`src/rtl/read_burst_pkg.sv`:
```
// Shared types for the read burst master: FSM state encoding and the
// return-buffer entry layout.
package read_burst_pkg;

    localparam int RB_DATA_WIDTH = 32;
    localparam int RB_ADDR_WIDTH = 11;
    localparam int RB_LEN_WIDTH  = 8;
    localparam int RB_FIFO_DEPTH = 4;

    typedef enum logic [1:0] {
        IDLE  = 2'd0,
        ISSUE = 2'd1,
        DRAIN = 2'd2
    } rb_state_e;

    typedef struct packed {
        logic [RB_DATA_WIDTH-1:0] data;
        logic                     last;
    } ret_entry_t;

    localparam int RET_ENTRY_WIDTH = $bits(ret_entry_t);

endpackage

```
`src/rtl/rb_fifo.sv`:
```
// Synchronous FIFO with a registered head word; count is exported so the
// producer can run credit-based flow control against it.
module rb_fifo #(
    parameter  int WIDTH = 33,
    parameter  int DEPTH = 4,
    localparam int PTR_W = (DEPTH > 1) ? $clog2(DEPTH) : 1,
    localparam int CNT_W = $clog2(DEPTH + 1)
) (
    input  logic             clk,
    input  logic             srst,
    input  logic             push,
    input  logic [WIDTH-1:0] push_data,
    input  logic             pop,
    output logic [WIDTH-1:0] head_data,
    output logic             empty,
    output logic [CNT_W-1:0] count
);

    logic [WIDTH-1:0] mem_reg [DEPTH];
    logic [WIDTH-1:0] head_reg;
    logic [PTR_W-1:0] wr_ptr_reg;
    logic [PTR_W-1:0] rd_ptr_reg;
    logic [PTR_W-1:0] rd_ptr_next;
    logic [CNT_W-1:0] count_reg;
    logic [CNT_W-1:0] count_next;
    logic             do_pop;
    logic             do_push;
    logic             full;

    function automatic logic [PTR_W-1:0] ptr_inc(input logic [PTR_W-1:0] p);
        return (p == PTR_W'(DEPTH - 1)) ? '0 : p + PTR_W'(1);
    endfunction

    assign full        = (count_reg == CNT_W'(DEPTH));
    assign empty       = (count_reg == '0);
    assign do_pop      = pop && !empty;
    assign do_push     = push && (!full || do_pop);
    assign rd_ptr_next = do_pop ? ptr_inc(rd_ptr_reg) : rd_ptr_reg;

    always_comb begin
        count_next = count_reg;
        case ({do_push, do_pop})
            2'b10:   count_next = count_reg + CNT_W'(1);
            2'b01:   count_next = count_reg - CNT_W'(1);
            default: count_next = count_reg;
        endcase
    end

    always_ff @(posedge clk) begin
        if (do_push) begin
            mem_reg[wr_ptr_reg] <= push_data;
        end
    end

    // Head is a registered read of the next entry; a word written into an
    // otherwise empty buffer is forwarded straight into the head register.
    always_ff @(posedge clk) begin
        if (srst) begin
            wr_ptr_reg <= '0;
            rd_ptr_reg <= '0;
            count_reg  <= '0;
            head_reg   <= '0;
        end else begin
            if (do_push) begin
                wr_ptr_reg <= ptr_inc(wr_ptr_reg);
            end
            rd_ptr_reg <= rd_ptr_next;
            count_reg  <= count_next;
            if (do_push && (wr_ptr_reg == rd_ptr_next)) begin
                head_reg <= push_data;
            end else begin
                head_reg <= mem_reg[rd_ptr_next];
            end
        end
    end

    assign head_data = head_reg;
    assign count     = count_reg;

    overflow_check: assert property (@(posedge clk) disable iff (srst) !(push && full && !pop));

endmodule

```
`src/rtl/read_burst_master.sv`:
```
// Burst read engine: issues credit-limited single-word reads on a req/gnt/rvalid
// port and streams the returned words out with a last flag.
module read_burst_master
    import read_burst_pkg::*;
#(
    parameter int DATA_WIDTH = RB_DATA_WIDTH,
    parameter int ADDR_WIDTH = RB_ADDR_WIDTH,
    parameter int LEN_WIDTH  = RB_LEN_WIDTH,
    parameter int FIFO_DEPTH = RB_FIFO_DEPTH
) (
    input  logic                  clk,
    input  logic                  reset,
    input  logic                  cmd_valid_i,
    output logic                  cmd_ready_o,
    input  logic [ADDR_WIDTH-1:0] cmd_addr_i,
    input  logic [LEN_WIDTH-1:0]  cmd_len_i,
    output logic                  data_req_o,
    output logic [ADDR_WIDTH-1:0] data_addr_o,
    input  logic                  data_gnt_i,
    input  logic                  data_rvalid_i,
    input  logic [DATA_WIDTH-1:0] data_rdata_i,
    output logic                  out_valid_o,
    input  logic                  out_ready_i,
    output logic [DATA_WIDTH-1:0] out_data_o,
    output logic                  out_last_o,
    output logic                  busy_o,
    output logic                  done_o
);

    localparam int CNT_W = $clog2(FIFO_DEPTH + 1);

    rb_state_e             state_reg;
    rb_state_e             state_next;
    logic [ADDR_WIDTH-1:0] addr_reg;
    logic [LEN_WIDTH-1:0]  remaining_reg;
    logic                  inflight_reg;
    logic                  last_inflight_reg;
    logic                  zero_done_reg;
    logic                  drain_done;

    logic                  accept;
    logic                  grant;
    logic                  credit_ok;
    logic                  rvalid_push;
    logic                  pop;
    logic                  fifo_empty;
    logic [CNT_W-1:0]      fifo_count;
    ret_entry_t            push_entry;
    ret_entry_t            head_entry;

    // Occupancy plus the word still in flight must leave room for one more.
    assign credit_ok   = ({1'b0, fifo_count} + (CNT_W + 1)'(inflight_reg)) < (CNT_W + 1)'(FIFO_DEPTH);
    // Ready is held low during a zero-length done pulse so done and accept never overlap.
    assign cmd_ready_o = (state_reg == IDLE) && !zero_done_reg;
    assign data_req_o  = (state_reg == ISSUE) && credit_ok;
    assign data_addr_o = addr_reg;
    assign accept      = cmd_valid_i && cmd_ready_o;
    assign grant       = data_req_o && data_gnt_i;
    assign rvalid_push = data_rvalid_i && (state_reg != IDLE);
    assign pop         = out_valid_o && out_ready_i;

    always_ff @(posedge clk) begin
        if (reset) begin
            state_reg <= IDLE;
        end else begin
            state_reg <= state_next;
        end
    end

    always_comb begin
        state_next = state_reg;
        busy_o     = 1'b1;
        drain_done = 1'b0;
        case (state_reg)
            IDLE: begin
                busy_o = 1'b0;
                if (accept && (cmd_len_i != '0)) begin
                    state_next = ISSUE;
                end
            end
            ISSUE: begin
                if (grant && (remaining_reg == LEN_WIDTH'(1))) begin
                    state_next = DRAIN;
                end
            end
            DRAIN: begin
                if (!inflight_reg && fifo_empty) begin
                    state_next = IDLE;
                    drain_done = 1'b1;
                end
            end
            default: begin
                state_next = IDLE;
            end
        endcase
    end

    assign done_o = drain_done || zero_done_reg;

    always_ff @(posedge clk) begin
        if (reset) begin
            addr_reg          <= '0;
            remaining_reg     <= '0;
            inflight_reg      <= 1'b0;
            last_inflight_reg <= 1'b0;
            zero_done_reg     <= 1'b0;
        end else begin
            zero_done_reg <= accept && (cmd_len_i == '0);
            if (accept && (cmd_len_i != '0)) begin
                addr_reg      <= cmd_addr_i;
                remaining_reg <= cmd_len_i;
            end else if (grant) begin
                addr_reg      <= addr_reg + ADDR_WIDTH'(1);
                remaining_reg <= remaining_reg - LEN_WIDTH'(1);
            end
            // A grant in the same cycle as a return re-arms the flag for the new word.
            if (grant) begin
                inflight_reg      <= 1'b1;
                last_inflight_reg <= (remaining_reg == LEN_WIDTH'(1));
            end else if (rvalid_push) begin
                inflight_reg <= 1'b0;
            end
        end
    end

    always_comb begin
        push_entry      = '0;
        push_entry.data = data_rdata_i;
        push_entry.last = last_inflight_reg;
    end

    rb_fifo #(
        .WIDTH (RET_ENTRY_WIDTH),
        .DEPTH (FIFO_DEPTH)
    ) u_fifo (
        .clk       (clk),
        .srst      (reset),
        .push      (rvalid_push),
        .push_data (push_entry),
        .pop       (pop),
        .head_data (head_entry),
        .empty     (fifo_empty),
        .count     (fifo_count)
    );

    assign out_valid_o = !fifo_empty;
    assign out_data_o  = head_entry.data;
    assign out_last_o  = !fifo_empty && head_entry.last;

endmodule

```
`config.mk`:
```
export PLATFORM = sky130hd
export DESIGN_NAME = read_burst_master
export DESIGN_NICKNAME = d
export VERILOG_FILES = /design/src/rtl/read_burst_pkg.sv /design/src/rtl/rb_fifo.sv /design/src/rtl/read_burst_master.sv
export SDC_FILE = /design/constraint.sdc
export NUM_CORES = 1
export LEC_CHECK = 0
export CAP_MARGIN = 20
export CORE_ASPECT_RATIO = 0.8
export CORE_UTILIZATION = 25
export DETAILED_ROUTE_END_ITERATION = 10
export SLEW_MARGIN = 5
export SYNTH_ARGS = -nofsm -noshare
export SYNTH_HDL_FRONTEND = slang
export SYNTH_SLANG_ARGS = --single-unit
```
`constraint.sdc`:
```
create_clock -name clk -period 3.3 [get_ports clk]
set_clock_uncertainty 0.1 [all_clocks]
set_input_delay 0.495 -clock clk [delete_from_list [all_inputs] [get_ports clk]]
set_output_delay 0.495 -clock clk [all_outputs]
set_load 0.02 [all_outputs]
```
==> impl_results.html, run 1 <==
<table>
<tr><th>Metric</th><th>Value</th></tr>
<tr><th colspan="2">Yosys</th></tr>
<tr><td>Share of synthesized area occupied by flip-flops and latches</td><td>0.638</td></tr>
<tr><td>Most area-consuming cells after synthesis</td><td>edfxtp_1, dfxtp_1, nand2_1</td></tr>
<tr><td>Synthesized instance count</td><td>about 690</td></tr>
<tr><td>Number of enable-type register cells in the synthesized netlist</td><td>132</td></tr>
<tr><td>Share of synthesized registers carrying an async set or reset</td><td>0</td></tr>
<tr><td>Synthesis warning total</td><td>0</td></tr>
<tr><td>Primary flip-flop cell chosen by synthesis mapping</td><td>edfxtp_1</td></tr>
<tr><td>Cell accounting for the most synthesized area</td><td>edfxtp_1</td></tr>
<tr><td>Count of different cell masters after synthesis</td><td>55</td></tr>
<tr><td>Synthesis-stage register bit count</td><td>between 150 and 200</td></tr>
<tr><td>Share of the synthesized area in the top cell type</td><td>0.482</td></tr>
<tr><td>Syn_nets</td><td>753</td></tr>
<tr><td>Combined area of all synthesized cells</td><td>8220 um^2</td></tr>
<tr><td>Synthesized area divided by synthesized cell count</td><td>between 10 and 15 um^2</td></tr>
<tr><th colspan="2">STA</th></tr>
<tr><td>Transition at the pin with the smallest max-transition slack</td><td>roughly 0.59 ns</td></tr>
<tr><td>Worst relative slew slack</td><td>0.604</td></tr>
<tr><td>Max-slew violation total from the final report</td><td>0</td></tr>
<tr><td>Highest attainable clock frequency</td><td>364 MHz</td></tr>
<tr><td>Final-report setup violation count</td><td>0</td></tr>
<tr><td>Period minus WS final</td><td>2.75 ns</td></tr>
<tr><td>Post-route setup TNS</td><td>0 ns</td></tr>
<tr><td>Final Hold Viols</td><td>0</td></tr>
<tr><td>Crit share post-route</td><td>0.834</td></tr>
<tr><td>Unrepaired setup endpoints after global routing</td><td>false</td></tr>
<tr><th colspan="2">Floorplanning</th></tr>
<tr><td>Starting density of the core</td><td>0.254</td></tr>
<tr><td>Horizontal die dimension</td><td>205 um</td></tr>
<tr><td>Die Outline Area</td><td>between 30000 and 40000 um^2</td></tr>
<tr><td>Top-Level Pins</td><td>approximately 110</td></tr>
<tr><td>Placeable Area</td><td>32400 um^2</td></tr>
<tr><td>Std cell rows</td><td>59</td></tr>
<tr><td>Die H</td><td>164 um</td></tr>
<tr><th colspan="2">Cells and area</th></tr>
<tr><td>Share of final-layout standard cells stronger than drive strength 1</td><td>0.0903</td></tr>
<tr><td>Total number of nets in the final design</td><td>817</td></tr>
<tr><td>Relative area change from synthesis to final layout</td><td>24.0%</td></tr>
<tr><td>Fin util</td><td>0.315</td></tr>
<tr><td>Largest register FFs</td><td>~130</td></tr>
<tr><td>Ant. Diodes</td><td>0</td></tr>
<tr><th colspan="2">GRT</th></tr>
<tr><td>Number of global-route vias before repair</td><td>5207</td></tr>
<tr><td>Number of antenna violations at the first check in global routing</td><td>1</td></tr>
<tr><td>Pin count of the biggest net entering global routing</td><td>between 60 and 70</td></tr>
<tr><td>First-pass GRT wire length</td><td>30100 um</td></tr>
<tr><td>Global route overflow</td><td>0</td></tr>
<tr><td>Total global routing track utilization</td><td>0.119</td></tr>
<tr><th colspan="2">Routing</th></tr>
<tr><td>Number of remaining DRC errors</td><td>0</td></tr>
<tr><td>Count of TritonRoute iterations in the first routing pass</td><td>5</td></tr>
<tr><td>Number of vias after detailed routing</td><td>between 5000 and 6000</td></tr>
<tr><td>Number of routed nets with antenna violations</td><td>0</td></tr>
<tr><td>Vias per inst</td><td>4.56</td></tr>
<tr><td>Detailed router's first-iteration violation count</td><td>376</td></tr>
<tr><td>Wirelength, routed</td><td>roughly 20000 um</td></tr>
<tr><td>Wire length per cell</td><td>approximately 16 um</td></tr>
<tr><th colspan="2">Placement</th></tr>
<tr><td>Detail Placement HPWL</td><td>12000 um</td></tr>
<tr><td>Gp weighted congestion</td><td>0.753</td></tr>
<tr><td>Total of buffers placed on input and output ports</td><td>105</td></tr>
<tr><th colspan="2">Worst setup path</th></tr>
<tr><td>Nature of the critical path startpoint</td><td>flip-flop</td></tr>
<tr><td>Crit path max-delay cell type</td><td>clkdlybuf4s50_1</td></tr>
<tr><td>Cell family contributing the most delay on the critical path</td><td>buffers and inverters</td></tr>
<tr><td>Crit path from</td><td>u_fifo.count[0]</td></tr>
<tr><td>CP peak stage delay</td><td>roughly 0.62 ns</td></tr>
<tr><td>R2R Path Start</td><td>state_reg[0]</td></tr>
<tr><td>Crit Path Category</td><td>reg -&gt; out</td></tr>
<tr><td>Kind of end point of the critical path</td><td>primary output</td></tr>
<tr><td>Worst path required time</td><td>around 2.7 ns</td></tr>
<tr><td>Critical Path Fanout Max</td><td>10</td></tr>
<tr><td>Number of buffer and inverter instances along the worst setup path</td><td>1</td></tr>
<tr><td>Cells along the critical path</td><td>or3_1 &gt; nor2_1 &gt; a21o_1 &gt; clkdlybuf4s50_1</td></tr>
<tr><td>Data arrival time of the worst path</td><td>2.16 ns</td></tr>
<tr><th colspan="2">Power and ir drop</th></tr>
<tr><td>Power density normalized to cell area</td><td>527 nW/um^2</td></tr>
<tr><td>LEAKAGE</td><td>3.28 nW</td></tr>
<tr><td>Maximum resistive drop on vdd</td><td>0.248 mV</td></tr>
<tr><th colspan="2">Run</th></tr>
<tr><td>Max capacitance violation total</td><td>0</td></tr>
<tr><th colspan="2">Clock tree</th></tr>
<tr><td>Clk Tree Root Cell</td><td>clkbuf_16</td></tr>
<tr><td>Clock transition at the registers of the reported paths</td><td>0.07 ns</td></tr>
<tr><td>Number of buffers created by CTS</td><td>17</td></tr>
<tr><td>Buffers inserted by post-CTS timing repair</td><td>0</td></tr>
<tr><td>Number of buffers inserted for hold repair after clock tree synthesis</td><td>0</td></tr>
<tr><td>TritonCTS clock tree</td><td>yes</td></tr>
<tr><td>H-tree depth reported by CTS</td><td>4</td></tr>
<tr><td>Buffers from clock root to sink, at most</td><td>2</td></tr>
<tr><td>Number of gates resized after cts</td><td>0</td></tr>
<tr><td>Sinks on Clock Net</td><td>196</td></tr>
<tr><td>Insertion delay to the later sink of the worst-skew pair</td><td>0.44 ns</td></tr>
<tr><th colspan="2">Outcome</th></tr>
<tr><td>Result of the run</td><td>completed</td></tr>
<tr><th colspan="2">Min path</th></tr>
<tr><td>Launch point of the worst hold path</td><td>inflight_reg</td></tr>
<tr><td>Worst min-delay path category</td><td>reg -&gt; reg</td></tr>
</table>
==> cells in the mapped netlist, types with 4 or more instances <==
library cell and instances:
o21ai_1 7, a21oi_1 54, ha_1 8, nor2_1 29, a32o_1 33, or4b_1 30
dfxtp_1 64, inv_1 10, xnor2_1 8, a211oi_1 10, buf_4 32, and2_1 7
clkbuf_2 5, edfxtp_1 132, nor3_1 7, buf_2 6, nor4_1 7, nand4_1 4
nand2_1 111, nand3_1 7, o21ai_0 34, clkbuf_1 33
==> cells in the final DEF (no fill, tap or decap), types with 4 or more instances in the layout <==
cell,Yosys,layout
nand4_1,4,4
buf_12,0,6
edfxtp_1,132,132
inv_8,0,4
ha_1,8,8
o21ai_1,7,7
a21oi_1,54,54
xnor2_1,8,7
nor3_1,7,7
clkbuf_16,0,17
a32o_1,33,33
nor2_1,29,29
nand2_1,111,111
nor4_1,7,7
or4b_1,30,30
inv_1,10,10
o21ai_0,34,34
clkdlybuf4s50_1,0,104
nand3_1,7,7
buf_4,32,12
a211oi_1,10,10
dfxtp_1,64,64
and2_2,0,4
==> worst min-delay path, cell delays in order, from the launching register on <==
cell	delay, ns
dfxtp_1	0.33
nand2_1	0.06
a21oi_1	0.05
==> metal layers <==
metal / global-route usage / vias to the layer above / routed length [um]
met5: 0 / - / 13
met1: 0.158 / 2671 / 9320
met3: 0.0260 / 19 / 802
li1: - / 2654 / -
met4: 0.0465 / 2 / 262
met2: 0.187 / 82 / 9140
==> power breakdown <==
group          switching (W)  internal (W)
logic               0.000310      0.000278
registers          0.0000576       0.00271
clock network       0.000953       0.00106
==> path summary, 6_finish.rpt <==
kind | end | slack [ns] | depth (start not counted)
min reg2reg | inflight_reg | 0.39 | 2
max reg2reg | remaining_reg[4] | 0.85 | 5
max | done_o | 0.55 | 4
min | inflight_reg | 0.39 | 2
==> layout make-up <==
cell class / count / area (um^2)
clock buffers: 17 / 425
clock inverters: 15 / 145
fillers: 3196 / 22200
inverters: 10 / 37.5
multi-input cells: 403 / 2550
flip-flops and latches: 196 / 5250
well taps: 427 / 534
repair buffers: 123 / 1260
==> stage by stage <==
step / area (um^2) / hold slack, ns / power (W) / cells / worst slack [ns]
after CTS: 10200 / 0.396 / 0.00544 / 1191 / 0.497
after global placement: 9620 / 0.366 / 0.00341 / 1159 / 0.329
final: 10200 / 0.394 / 0.00537 / 1191 / 0.549
after floorplan: 8220 / 0.351 / 0.00316 / 687 / 0.782
after global routing: 10200 / 0.411 / 0.00558 / 1191 / 0.448
after detailed placement: 9620 / 0.383 / 0.00341 / 1159 / 0.292
==> cell families (layout without fill, tap and decap cells) <==
| family | Yosys count | count (layout) | synth area share |
|---|---|---|---|
| mux | 8 | 8 | 0.0132 |
| compound gates | 158 | 158 | 0.129 |
| xor+xnor | 10 | 10 | 0.0107 |
| fa+ha+maj | 9 | 9 | 0.0146 |
| flops | 196 | 196 | 0.638 |
| simple gates | 218 | 218 | 0.138 |
| buf+inv | 88 | 165 | 0.0565 |
Power figures use the tool's default switching activity.
==> inputs of run 2 (changes only) <==
==> constraint.sdc (replaced) <==
create_clock -name clk -period 2.8 [get_ports clk]
set_clock_uncertainty 0.1 [all_clocks]
set_input_delay 0.42 -clock clk [delete_from_list [all_inputs] [get_ports clk]]
set_output_delay 0.42 -clock clk [all_outputs]
set_load 0.02 [all_outputs]
==> run 2 against run 1 <==
Against the previous run: die area unchanged; hold slack improved by 0.0016 ns; register-to-register slack got worse by 0.40 ns; critical path type unchanged; largest cell class unchanged.
==> impl_results.html, run 2 (synthesized netlist as in run 1, its figures left out) <==
<table>
<tr><th>Metric</th><th>Value</th></tr>
<tr><th colspan="2">Outcome</th></tr>
<tr><td>Result of the run</td><td>completed</td></tr>
<tr><th colspan="2">Floorplanning</th></tr>
<tr><td>Std cell rows</td><td>59</td></tr>
<tr><td>Placeable Area</td><td>32400 um^2</td></tr>
<tr><td>Starting density of the core</td><td>0.254</td></tr>
<tr><td>Top-Level Pins</td><td>106</td></tr>
<tr><td>Die Outline Area</td><td>around 34000 um^2</td></tr>
<tr><td>Die H</td><td>164 um</td></tr>
<tr><td>Horizontal die dimension</td><td>205 um</td></tr>
<tr><th colspan="2">Placement</th></tr>
<tr><td>Placed inst area</td><td>9760 um^2</td></tr>
<tr><td>Gp weighted congestion</td><td>0.784</td></tr>
<tr><td>Total of buffers placed on input and output ports</td><td>~110</td></tr>
<tr><td>Number of placed cells counting well taps</td><td>1172</td></tr>
<tr><td>Detail Placement HPWL</td><td>12700 um</td></tr>
<tr><th colspan="2">GRT</th></tr>
<tr><td>Total global routing track utilization</td><td>0.122</td></tr>
<tr><td>First-pass GRT wire length</td><td>30900 um</td></tr>
<tr><td>Number of global-route vias before repair</td><td>5450</td></tr>
<tr><td>Number of antenna violations at the first check in global routing</td><td>1</td></tr>
<tr><td>Global route overflow</td><td>0</td></tr>
<tr><td>Pin count of the biggest net entering global routing</td><td>68</td></tr>
<tr><th colspan="2">Clock tree</th></tr>
<tr><td>Clk Tree Root Cell</td><td>clkbuf_16</td></tr>
<tr><td>Number of buffers created by CTS</td><td>17</td></tr>
<tr><td>Buffers inserted by post-CTS timing repair</td><td>0</td></tr>
<tr><td>Buffers from clock root to sink, at most</td><td>2</td></tr>
<tr><td>Number of buffers inserted for hold repair after clock tree synthesis</td><td>0</td></tr>
<tr><td>Clock transition at the registers of the reported paths</td><td>0.08 ns</td></tr>
<tr><td>Insertion delay to the later sink of the worst-skew pair</td><td>about 0.44 ns</td></tr>
<tr><td>H-tree depth reported by CTS</td><td>4</td></tr>
<tr><td>Number of gates resized after cts</td><td>0</td></tr>
<tr><td>TritonCTS clock tree</td><td>yes</td></tr>
<tr><td>Sinks on Clock Net</td><td>196</td></tr>
<tr><th colspan="2">Worst setup path</th></tr>
<tr><td>Critical Path Fanout Max</td><td>10</td></tr>
<tr><td>Crit path max-delay cell type</td><td>clkdlybuf4s50_1</td></tr>
<tr><td>CP peak stage delay</td><td>0.62 ns</td></tr>
<tr><td>Worst path required time</td><td>2.28 ns</td></tr>
<tr><td>Cells along the critical path</td><td>or3_1 &gt; nor2_1 &gt; a21o_1 &gt; clkdlybuf4s50_1</td></tr>
<tr><td>Data arrival time of the worst path</td><td>approximately 2.2 ns</td></tr>
<tr><td>Kind of end point of the critical path</td><td>primary output</td></tr>
<tr><td>Crit Path Category</td><td>reg -&gt; out</td></tr>
<tr><td>Nature of the critical path startpoint</td><td>flip-flop</td></tr>
<tr><th colspan="2">STA</th></tr>
<tr><td>Unrepaired setup endpoints after global routing</td><td>false</td></tr>
<tr><td>Final-report setup violation count</td><td>0</td></tr>
<tr><td>Post-route setup TNS</td><td>0 ns</td></tr>
<tr><td>Worst relative slew slack</td><td>0.584</td></tr>
<tr><td>Period minus WS final</td><td>about 2.7 ns</td></tr>
<tr><td>Crit share post-route</td><td>0.957</td></tr>
<tr><td>Highest attainable clock frequency</td><td>373 MHz</td></tr>
<tr><td>Transition at the pin with the smallest max-transition slack</td><td>around 0.62 ns</td></tr>
<tr><td>Final Hold Viols</td><td>0</td></tr>
<tr><td>Max-slew violation total from the final report</td><td>0</td></tr>
<tr><th colspan="2">Run</th></tr>
<tr><td>Max capacitance violation total</td><td>0</td></tr>
<tr><th colspan="2">Routing</th></tr>
<tr><td>Number of routed nets with antenna violations</td><td>0</td></tr>
<tr><td>Number of vias after detailed routing</td><td>5523</td></tr>
<tr><td>Vias per inst</td><td>4.59</td></tr>
<tr><td>Detailed router's first-iteration violation count</td><td>429</td></tr>
<tr><td>Count of TritonRoute iterations in the first routing pass</td><td>7</td></tr>
<tr><td>Wirelength, routed</td><td>19700 um</td></tr>
<tr><td>Wire length per cell</td><td>16.3 um</td></tr>
<tr><td>Number of remaining DRC errors</td><td>0</td></tr>
<tr><th colspan="2">Cells and area</th></tr>
<tr><td>Post-route insts no fill</td><td>1204</td></tr>
<tr><td>Largest register FFs</td><td>132</td></tr>
<tr><td>Share of final-layout standard cells stronger than drive strength 1</td><td>0.106</td></tr>
<tr><td>Most common cell after layout, fill and taps aside</td><td>edfxtp_1</td></tr>
<tr><td>Relative area change from synthesis to final layout</td><td>25.3%</td></tr>
<tr><td>Fin area</td><td>10300 um^2</td></tr>
<tr><td>Total of fill cells in the finished design</td><td>3207</td></tr>
<tr><td>Fin util</td><td>0.318</td></tr>
<tr><td>Total number of nets in the final design</td><td>830</td></tr>
<tr><td>Most frequent cells in the layout</td><td>edfxtp_1, nand2_1, clkdlybuf4s50_1</td></tr>
<tr><td>Sequential standard cell area</td><td>5250 um^2</td></tr>
<tr><td>Total area of multi-input combinational cells</td><td>around 2500 um^2</td></tr>
<tr><th colspan="2">Power and ir drop</th></tr>
<tr><td>Maximum resistive drop on vdd</td><td>0.411 mV</td></tr>
<tr><td>LEAKAGE</td><td>3.34 nW</td></tr>
<tr><td>Power density normalized to cell area</td><td>609 nW/um^2</td></tr>
<tr><th colspan="2">Min path</th></tr>
<tr><td>Worst min-delay path category</td><td>reg -&gt; reg</td></tr>
</table>
[run 2: changes by cell type in the layout (fill, tap and decap cells not counted), sizes merged]
cell | previous run | this run
clkinvlp | 3 | 4
bufinv | 1 | 0
buf | 19 | 32
diode | 0 | 1
clkinv | 4 | 3
[run 2: worst max-delay path, delay by kind of cell, from the launching register on]
kind | cells | cell delay [ns]
AO/OA/AOI/OAI | 1 | 0.12
buffers and inverters | 1 | 0.62
flip-flops | 1 | 0.41
AND/OR/NAND/NOR | 2 | 0.57
[run 2: where the power goes]
group	switching, W	leakage [nW]	internal (W)
combinational	0.000364	1.36	0.000344
sequential	0.0000684	1.72	0.00319
clock	0.00114	0.256	0.00116
total	0.00158	3.34	0.00470
[run 2: per-layer routing]
metal  GRT usage  up-vias  part of all wire
met5           0        -           0.00046
met3      0.0361       11             0.060
met4      0.0343        2            0.0080
met2       0.192      135              0.47
li1            -     2685                 -
met1       0.161     2690              0.47
[run 2: metrics by stage]
stage / power (W) / hold slack, ns / worst slack, ns
after floorplan: 0.00372 / 0.351 / 0.357
after global placement: 0.00404 / 0.368 / 0.0603
after global routing: 0.00652 / 0.417 / 0.0141
final: 0.00627 / 0.396 / 0.122
after detailed placement: 0.00404 / 0.380 / 0.0261
after CTS: 0.00635 / 0.396 / 0.0774
[run 2: path summary, 6_finish.rpt]
check	start	end	slack, ns	cells past startpoint
max reg2reg	u_fifo.count[0]	u_fifo.head_data[27]	0.45	6
min	inflight_reg	inflight_reg	0.40	2
max	u_fifo.count[0]	done_o	0.12	4
min reg2reg	inflight_reg	inflight_reg	0.40	2
[run 2: cell type report]
| type | count | area share |
|---|---|---|
| tap | 427 | 0.0518 |
| clock inverter | 14 | 0.0117 |
| timing repair buffer | 136 | 0.135 |
| multi-input combinational | 403 | 0.247 |
| clock buffer | 17 | 0.0413 |
| antenna | 1 | 0.000243 |
| sequential | 196 | 0.509 |
| inverter | 10 | 0.00364 |
==> inputs of run 3 (changes only) <==
--- a/config.mk
+++ b/config.mk
@@ -5,7 +5,6 @@
 export SDC_FILE = /design/constraint.sdc
 export NUM_CORES = 1
 export LEC_CHECK = 0
-export CAP_MARGIN = 20
 export CORE_ASPECT_RATIO = 0.8
 export CORE_UTILIZATION = 25
 export DETAILED_ROUTE_END_ITERATION = 10
==> constraint.sdc (replaced) <==
create_clock -name clk -period 3.3 [get_ports clk]
set_clock_uncertainty 0.1 [all_clocks]
set_input_delay 0.495 -clock clk [delete_from_list [all_inputs] [get_ports clk]]
set_output_delay 0.495 -clock clk [all_outputs]
set_load 0.02 [all_outputs]
==> results of run 3 <==
No change in the layout: final DEF, timing and power equal those of run 1.
